--- src/rtl/serial_subtractor.sv ---
// Bit-serial unsigned subtract / less-than / equal unit, one bit per clock, LSB first.
// The borrow slice is built from counted single-bit gates whose usage is tallied in gate_counter_top.

module not_gate (
    input  logic en_i,
    input  logic a_i,
    output logic y_o,
    output logic act_o
);
    assign y_o   = ~a_i;
    assign act_o = en_i;
endmodule

module and_gate (
    input  logic en_i,
    input  logic a_i,
    input  logic b_i,
    output logic y_o,
    output logic act_o
);
    assign y_o   = a_i & b_i;
    assign act_o = en_i;
endmodule

module or_gate (
    input  logic en_i,
    input  logic a_i,
    input  logic b_i,
    output logic y_o,
    output logic act_o
);
    assign y_o   = a_i | b_i;
    assign act_o = en_i;
endmodule

module xor_gate (
    input  logic en_i,
    input  logic a_i,
    input  logic b_i,
    output logic y_o,
    output logic act_o
);
    assign y_o   = a_i ^ b_i;
    assign act_o = en_i;
endmodule

// Counts one use per gate instance each time its enable rises; cleared only by clear_i
// so that a subtractor reset does not lose the tally.
module gate_counter_top (
    input  logic        clock,
    input  logic        reset_n,
    input  logic        clear_i,
    input  logic [1:0]  not_act_i,
    input  logic [2:0]  and_act_i,
    input  logic [0:0]  or_act_i,
    input  logic [1:0]  xor_act_i,
    output logic [15:0] not_cnt_o,
    output logic [15:0] and_cnt_o,
    output logic [15:0] or_cnt_o,
    output logic [15:0] xor_cnt_o
);
    logic [7:0]  act, prev_q, rise;
    logic [15:0] not_cnt_q, and_cnt_q, or_cnt_q, xor_cnt_q;

    assign act  = {xor_act_i, or_act_i, and_act_i, not_act_i};
    assign rise = act & ~prev_q;

    always_ff @(posedge clock or negedge reset_n) begin
        if (!reset_n) prev_q <= '0;
        else          prev_q <= act;
    end

    always_ff @(posedge clock) begin
        if (clear_i) begin
            not_cnt_q <= '0;
            and_cnt_q <= '0;
            or_cnt_q  <= '0;
            xor_cnt_q <= '0;
        end else begin
            not_cnt_q <= not_cnt_q + 16'($countones(rise[1:0]));
            and_cnt_q <= and_cnt_q + 16'($countones(rise[4:2]));
            or_cnt_q  <= or_cnt_q  + 16'($countones(rise[5:5]));
            xor_cnt_q <= xor_cnt_q + 16'($countones(rise[7:6]));
        end
    end

    assign not_cnt_o = not_cnt_q;
    assign and_cnt_o = and_cnt_q;
    assign or_cnt_o  = or_cnt_q;
    assign xor_cnt_o = xor_cnt_q;
endmodule

// state | meaning
// IDLE  | waiting for start; operands captured on start
// RUN   | one operand bit per clock through the borrow slice
// DONE  | result valid, done pulse, back to IDLE next clock
module serial_subtractor #(
    parameter int WIDTH = 16
) (
    input  logic             clock,
    input  logic             reset_n,
    input  logic             cnt_clear_i,
    input  logic             start,
    input  logic [1:0]       op,
    input  logic [WIDTH-1:0] a,
    input  logic [WIDTH-1:0] b,
    output logic             busy,
    output logic             done,
    output logic [WIDTH-1:0] result,
    output logic             borrow_out,
    output logic [15:0]      not_cnt_o,
    output logic [15:0]      and_cnt_o,
    output logic [15:0]      or_cnt_o,
    output logic [15:0]      xor_cnt_o
);
    localparam int IW = (WIDTH > 1) ? $clog2(WIDTH) : 1;

    typedef enum logic [1:0] {ST_IDLE, ST_RUN, ST_DONE} state_t;

    state_t           state_q, state_d;
    logic [WIDTH-1:0] a_q, a_d, b_q, b_d, diff_q, diff_d, result_q, result_d;
    logic [1:0]       op_q, op_d;
    logic [IW-1:0]    idx_q, idx_d;
    logic             borrow_q, borrow_d, eq_q, eq_d;
    logic             busy_q, busy_d, done_q, done_d, bo_q, bo_d;

    logic       run_en, x, d, na, nx, gen, prop, eq_n, borrow_n;
    logic [1:0] not_act, xor_act;
    logic [2:0] and_act;
    logic [0:0] or_act;

    assign run_en = (state_q == ST_RUN);

    xor_gate u_xor_x (.en_i(run_en), .a_i(a_q[0]), .b_i(b_q[0]),   .y_o(x),        .act_o(xor_act[0]));
    xor_gate u_xor_d (.en_i(run_en), .a_i(x),      .b_i(borrow_q), .y_o(d),        .act_o(xor_act[1]));
    not_gate u_not_a (.en_i(run_en), .a_i(a_q[0]),                 .y_o(na),       .act_o(not_act[0]));
    not_gate u_not_x (.en_i(run_en), .a_i(x),                      .y_o(nx),       .act_o(not_act[1]));
    and_gate u_and_g (.en_i(run_en), .a_i(na),     .b_i(b_q[0]),   .y_o(gen),      .act_o(and_act[0]));
    and_gate u_and_p (.en_i(run_en), .a_i(nx),     .b_i(borrow_q), .y_o(prop),     .act_o(and_act[1]));
    and_gate u_and_e (.en_i(run_en), .a_i(eq_q),   .b_i(nx),       .y_o(eq_n),     .act_o(and_act[2]));
    or_gate  u_or_b  (.en_i(run_en), .a_i(gen),    .b_i(prop),     .y_o(borrow_n), .act_o(or_act[0]));

    gate_counter_top u_cnt (
        .clock     (clock),
        .reset_n   (reset_n),
        .clear_i   (cnt_clear_i),
        .not_act_i (not_act),
        .and_act_i (and_act),
        .or_act_i  (or_act),
        .xor_act_i (xor_act),
        .not_cnt_o (not_cnt_o),
        .and_cnt_o (and_cnt_o),
        .or_cnt_o  (or_cnt_o),
        .xor_cnt_o (xor_cnt_o)
    );

    always_ff @(posedge clock or negedge reset_n) begin
        if (!reset_n) begin
            state_q  <= ST_IDLE;
            a_q      <= '0;
            b_q      <= '0;
            diff_q   <= '0;
            op_q     <= '0;
            idx_q    <= '0;
            borrow_q <= 1'b0;
            eq_q     <= 1'b0;
            busy_q   <= 1'b0;
            done_q   <= 1'b0;
            result_q <= '0;
            bo_q     <= 1'b0;
        end else begin
            state_q  <= state_d;
            a_q      <= a_d;
            b_q      <= b_d;
            diff_q   <= diff_d;
            op_q     <= op_d;
            idx_q    <= idx_d;
            borrow_q <= borrow_d;
            eq_q     <= eq_d;
            busy_q   <= busy_d;
            done_q   <= done_d;
            result_q <= result_d;
            bo_q     <= bo_d;
        end
    end

    always_comb begin
        state_d  = state_q;
        a_d      = a_q;
        b_d      = b_q;
        diff_d   = diff_q;
        op_d     = op_q;
        idx_d    = idx_q;
        borrow_d = borrow_q;
        eq_d     = eq_q;
        busy_d   = busy_q;
        done_d   = 1'b0;
        result_d = result_q;
        bo_d     = bo_q;
        case (state_q)
            ST_IDLE: begin
                busy_d = 1'b0;
                if (start) begin
                    a_d      = a;
                    b_d      = b;
                    op_d     = op;
                    idx_d    = '0;
                    borrow_d = 1'b0;
                    eq_d     = 1'b1;
                    busy_d   = 1'b1;
                    state_d  = ST_RUN;
                end
            end
            ST_RUN: begin
                a_d      = a_q >> 1;
                b_d      = b_q >> 1;
                diff_d   = {d, diff_q[WIDTH-1:1]};
                borrow_d = borrow_n;
                eq_d     = eq_n;
                idx_d    = idx_q + IW'(1);
                if (idx_q == IW'(WIDTH - 1)) begin
                    state_d  = ST_DONE;
                    done_d   = 1'b1;
                    result_d = '0;
                    bo_d     = borrow_n;
                    // LT is the final borrow, EQ the final equality accumulator.
                    case (op_q)
                        2'b00:   result_d    = diff_d;
                        2'b01:   result_d[0] = borrow_n;
                        2'b10:   result_d[0] = eq_n;
                        default: bo_d        = 1'b0;
                    endcase
                end
            end
            ST_DONE: begin
                busy_d  = 1'b0;
                state_d = ST_IDLE;
            end
            default: state_d = ST_IDLE;
        endcase
    end

    assign busy       = busy_q;
    assign done       = done_q;
    assign result     = result_q;
    assign borrow_out = bo_q;
endmodule

--- config.mk ---
export PLATFORM = sky130hd
export DESIGN_NAME = serial_subtractor
export DESIGN_NICKNAME = d
export VERILOG_FILES = /design/src/rtl/serial_subtractor.sv
export SDC_FILE = /design/constraint.sdc
export NUM_CORES = 1
export LEC_CHECK = 0
export ABC_AREA = 1
export CORE_MARGIN = 4
export CORE_UTILIZATION = 40
export CTS_CLUSTER_DIAMETER = 50
export DETAILED_ROUTE_END_ITERATION = 7
export SYNTH_ARGS = -nofsm -noshare
export SYNTH_HDL_FRONTEND = slang
export SYNTH_SLANG_ARGS = --single-unit
--- constraint.sdc ---
create_clock -name clock -period 2.1 [get_ports clock]
set_input_delay 0.21 -clock clock [delete_from_list [all_inputs] [get_ports clock]]
set_output_delay 0.21 -clock clock [all_outputs]
set_load 0.005 [all_outputs]
# [Yosys cells after proc, flatten, opt, wreduce, memory -nomap -nowiden]
# Cells that the tools add are included.
[word_totals] reg_bits=142 n_memories=0 latch_bits=0 inputBits=38 elab_cells=72 ramBits=0 romBits=0 out_inout_bits=83
[classes] n_div=0 reduce_logical=9 mux=20 bitwise=10 eq_ne=7 shifts=0 n_addsub=9 multipliers=0 magnitude_cmp=0
[ops] cell="$pmux W16 S2" n=2
[ops] cell="$add A16 B16 Y16" n=3
[ops] cell="$add A16 B1 Y16" n=2
[ops] cell="$mux W16" n=2
[ops] cell="$mux W15" n=1
[ops] cell="$and A8 B8 Y8" n=1
[ops] cell="$not A8 Y8" n=1
[ops] cell="$pmux W4 S2" n=1
[ops] cell="$reduce_and A2 Y1" n=4
[ops] cell="$add A1 B1 Y2" n=3
[ops] cell="$mux W1" n=6
[ops] cell="$pmux W1 S2" n=3
[ops] cell="$add A4 B1 Y4 const B" n=1
[ops] cell="$eq A2 B1 Y1 const B" n=2
[ops] cell="$eq A2 B2 Y1 const B" n=2
[ops] cell="$eq A4 B4 Y1 const B" n=1
[ops] cell="$logic_not A2 Y1" n=2
[ops] cell="$mux W2" n=2
[ops] cell="$mux W4" n=1
[ops] cell="$pmux W2 S2" n=1
[ops] cell="$reduce_bool A2 Y1" n=2
[ops] cell="$and A1 B1 Y1" n=3
[ops] cell="$pmux W1 S3" n=1
[ops] cell="$reduce_or A3 Y1" n=1
[ops] cell="other kinds (5)" n=7

# [Depth between registers and ports, before layout]
[depth] depth_word=5 depth_mapped=14 mapped_depth_nobuf=14

# [Hierarchy]
# A second synthesis with hierarchy kept.
[hier_totals] hier_cells=872 hier_area_um2=6745.2
[by_module_without_submodules] module="gate_counter_top" area_each_um2=3428.3 cells_per_inst=490 seq_area_each_um2=1481.4 n_inst=1
[by_module_without_submodules] module="serial_subtractor" area_each_um2=3178.0 cells_per_inst=353 seq_area_each_um2=1901.8 n_inst=1
[by_module_without_submodules] module="xor_gate" area_each_um2=26.3 cells_per_inst=6 seq_area_each_um2=0.0 n_inst=2
[by_module_without_submodules] module="and_gate" area_each_um2=15.0 cells_per_inst=3 seq_area_each_um2=0.0 n_inst=3
[by_module_without_submodules] module="not_gate" area_each_um2=11.3 cells_per_inst=2 seq_area_each_um2=0.0 n_inst=2
[by_module_without_submodules] module="or_gate" area_each_um2=18.8 cells_per_inst=4 seq_area_each_um2=0.0 n_inst=1

# [Least setup slack after synthesis]
# OpenSTA, ideal clock, no wires.
[synth_timing] path_type="reg-to-reg" start="register state_q[1]" end="register u_cnt.not_cnt_q[13], in the netlist u_cnt.not_cnt_o[13]" arrival_time_ns=1.675 period_less_slack_ns=1.794 stages_incl_launch_ff=11 setup_time_ns=0.119 setup_slack_ns=0.306 required_ns=1.981 n_path_buf=0 path_cell_list="dfrtp_1 -> inv_2 -> nand2_2 -> nor2_8 -> ha_1 -> ha_1 -> nand3_1 -> nor3_2 -> nand3_1 -> o21ai_0 -> a21oi_1"
[synth_between] elab_chain_len=4
[synth_lines] element="from (decl)" line="120" rtl="state_t state_q, state_d;"
[synth_lines] element="from (signal assigned)" line="172" rtl="state_q <= state_d;"
[synth_lines] element="$eq A2 B1 Y1" line="132" rtl="assign run_en = (state_q == ST_RUN);"
[synth_lines] element="$and A8 B8 Y8" line="66" rtl="assign rise = act & ~prev_q;"
[synth_lines] element="$add A1 B1 Y2 (implied by the code)" line="80" rtl="not_cnt_q <= not_cnt_q + 16'($countones(rise[1:0]));"
[synth_lines] element="$add A16 B16 Y16" line="80"
[synth_lines] element="to (signal assigned)" line="80"
[synth_lines] element="to (decl)" line="63" rtl="logic [15:0] not_cnt_q, and_cnt_q, or_cnt_q, xor_cnt_q;"
# Every way passes these cells.
# A chain may end at the register's enable or synchronous reset.

# [Final worst setup path]
# Ends and elaborated chain as after synthesis.

==> out/results.ini <==
[run_status]
outcome=finished clean

[floorplan]
die_y_um=132
ioPinCount=121
die_x_um=132
num_rows=45
die_area_mm2=0.0175
initial_utilization_pct=40.8
core_area_mm2=0.0151

[yosys]
netlist.top_cell.by_area=dfrtp_1
synth_edf_count=0
seq_area_frac_synth_pct=51.3
yosys_warnings=0
synth_seq_cells=139
synth_top_area_share_pct=31.2
synthTopCellsByArea=dfrtp_1 31%, dfxtp_1 20%, nand2_1 9.9%, inv_1 6.5%, nand3_1 4.2%
syn_area_per_cell_um2=8.10
ys.flop_type=dfrtp_1
synth_cell_type_count=40
syn_area_mm2=0.00618
synthCells=762
async_flop_share_pct=55.4

[power_and_ir_drop]
power.switching_uw=2750
p_leak_uw=0.00343
p_per_area_mw_per_mm2=1050
p_seq_share_pct=41.3
irDropWorstVdd_mv=0.597
total_power_uw=8710
p_comb_share_pct=24.5
p_sw_share_pct=31.6
power_frac_clock_pct=34.2
p_int_uw=5960

[clocking]
clk_latency_ps=420
cts_made_buffers=17
cts_tree=built
cts_root_buf=clkbuf_16
cts_num_sinks=139
clk_path_buf_depth=2
htreeDepth=4
path_clk_slew_ps=60

[placed_design]
dpl_cell_area_mm2=0.00756
io_buffer_count=118
gp_congestion=0.887
dp_hpwl_um=10100
dp_slack_ps=135

[sta]
rsz0062_at_grt=yes
finalSetupViolations=0
worstMarginPinSlew_ps=526
period_needed_ps=1950
hold_ws_ps=299
finalHoldViolCount=0
slew_viol_final=0
slew_headroom_pct=64.8
skew_ps=7.88
postLayoutSetupSlackWorst_ps=153
fmaxAchievable_ghz=0.514
period_share_pct=92.7

[setup_path]
critPathLaunchType=flip-flop
crit_type=flip-flop to flip-flop
critPathCaptureType=flip-flop
cp_max_fo=5
arrival_ps=2290
worstPathRequired_ps=2450

[drt]
wirelength_um=14400
post-route-drc-count=0
wl_met3_um=693
met1Wirelength_um=6690
wl_per_cell_um=13.2
ant_nets=0
first_iter_violations=280
vias_per_cell=4.97
met2_length_um=6770
drtPass1Iterations=4
vias=5402
highest_layer=met5

[layout]
final_cell_mix=162 x nand2_1, 117 x clkdlybuf4s50_1, 107 x inv_1, 77 x dfrtp_1, 66 x nor2_1
final_common_cell=nand2_1
syn_to_final_growth_pct=33.8
nNetsFinal=932
n_antenna_cell=0
stdcell_area_mm2=0.00826
drive_gt1_share_pct=9.01
fillers=1404

[global_routing]
grt_overflow_total=0
antenna_found_initial=1
track_usage_pct=16.8
grt_max_degree=74
grt_pass1_vias=5226
grt_pass1_wl_um=24400

[run]
max-cap-violations=0

[hold_path]
min_path_type=input port to async pin

logic make-up (layout without fill, tap and decap cells):
family          Yosys count  count (layout)  synth area share [%]
compound gates          139             139                  13.2
xor+xnor                  3               3                 0.426
fa+ha+maj                 8               8                  1.74
buf+inv                 136             272                  8.77
flops                   139             139                  51.3
other cells               1               2                0.0607
simple gates            336             336                  24.5
layout make-up:
type,instances,area [um^2],share of cell area [%]
timing repair buffer,130,1300,15.7
inverter,110,413,5.00
tap,188,235,2.85
clock inverter,15,165,2.00
multi-input combinational,488,2550,30.9
sequential,139,3170,38.4
clock buffer,17,425,5.15
per-stage QoR:
step	setup TNS, ps	util, %	cells
floorplan	0	-	763
global placement	0	49.9	1053
detailed placement	0	49.9	1053
CTS	0	53.9	1086
global route	-63.4	54.5	1087
finish	0	54.5	1087
synth_stat cells, types with 2 or more instances:
library cell,n
o211ai_1,9
o21ai_0,52
nor3_2,5
inv_1,107
a31oi_1,2
buf_4,5
inv_2,3
o21bai_1,2
nand3b_1,2
or2_0,2
clkbuf_1,11
o22ai_1,9
dfrtp_1,77
nand3_1,52
xor2_1,2
o21a_1,2
ha_1,7
o21ai_1,3
nor2_1,68
buf_2,10
nand2_2,6
o221ai_1,16
nand2_1,163
nor2_2,6
a21oi_1,40
nand4_1,14
nor3_1,11
a211oi_1,2
dfxtp_1,62
nor2_8,2
sequential cells by signal (all words and copies together) (netlist names), 2 cells and up:
| register | count |
|---|---|
| b_q | 16 |
| u_cnt.not_cnt_o | 15 |
| result | 16 |
| op_q | 2 |
| a_q | 16 |
| idx_q | 4 |
| diff_q | 15 |
| state_q | 2 |
| u_cnt.or_cnt_o | 16 |
| u_cnt.xor_cnt_o | 15 |
| u_cnt.and_cnt_o | 16 |
routing by layer:
metal,vias up,track usage [%]
li1,2742,-
met1,2516,21.6
met2,125,27.5
met3,17,4.24
met4,2,6.35
met5,-,0
power groups by stage:
| stage | Combinational, uW | Clock [uW] | Sequential [uW] |
|---|---|---|---|
| after floorplan | 1410 | 0 | 3580 |
| after global routing | 2450 | 3160 | 3680 |
| after CTS | 2150 | 3060 | 3600 |
| after global placement | 2080 | 0 | 3630 |
| after detailed placement | 2130 | 0 | 3640 |
| final | 2130 | 2980 | 3600 |
worst max-delay path: stages (launching register included):
cell     delay, ps
dfrtp_1        400
inv_2           90
nand2_2        100
nor2_8         130
ha_2           190
ha_2           210
nand3_4        100
nor3_4         280
nand3_2        120
inv_1           90
nand2_1         50
a21oi_1        130
worst paths after layout:
path / start / endpoint / slack [ps] / cells past startpoint
setup / recovery: state_q[1]$_DFFE_PN0P_ / u_cnt.not_cnt_o[13]$_SDFF_PP0_ / 150 / 11
setup reg to reg: state_q[1]$_DFFE_PN0P_ / u_cnt.not_cnt_o[13]$_SDFF_PP0_ / 150 / 11
max in group asynchronous: reset_n / b_q[2]$_DFFE_PN0P_ / 1200 / 3
hold / removal: reset_n / result[10]$_DFFE_PN0P_ / 300 / 2
hold reg to reg: u_cnt.xor_cnt_o[15]$_SDFF_PP0_ / u_cnt.xor_cnt_o[15]$_SDFF_PP0_ / 480 / 2
min in group clock: op[1] / op_q[1]$_DFFE_PN0P_ / 380 / 3
repair_timing:
item / in CTS / in global routing
hold buffers: 1 / 0
gates resized for setup: 0 / 19
setup endpoints to repair: 0 / 14
buffers inserted: 0 / 1
hold endpoints to repair: 39 / 0
Note: power is estimated with default switching activity, not from simulation.
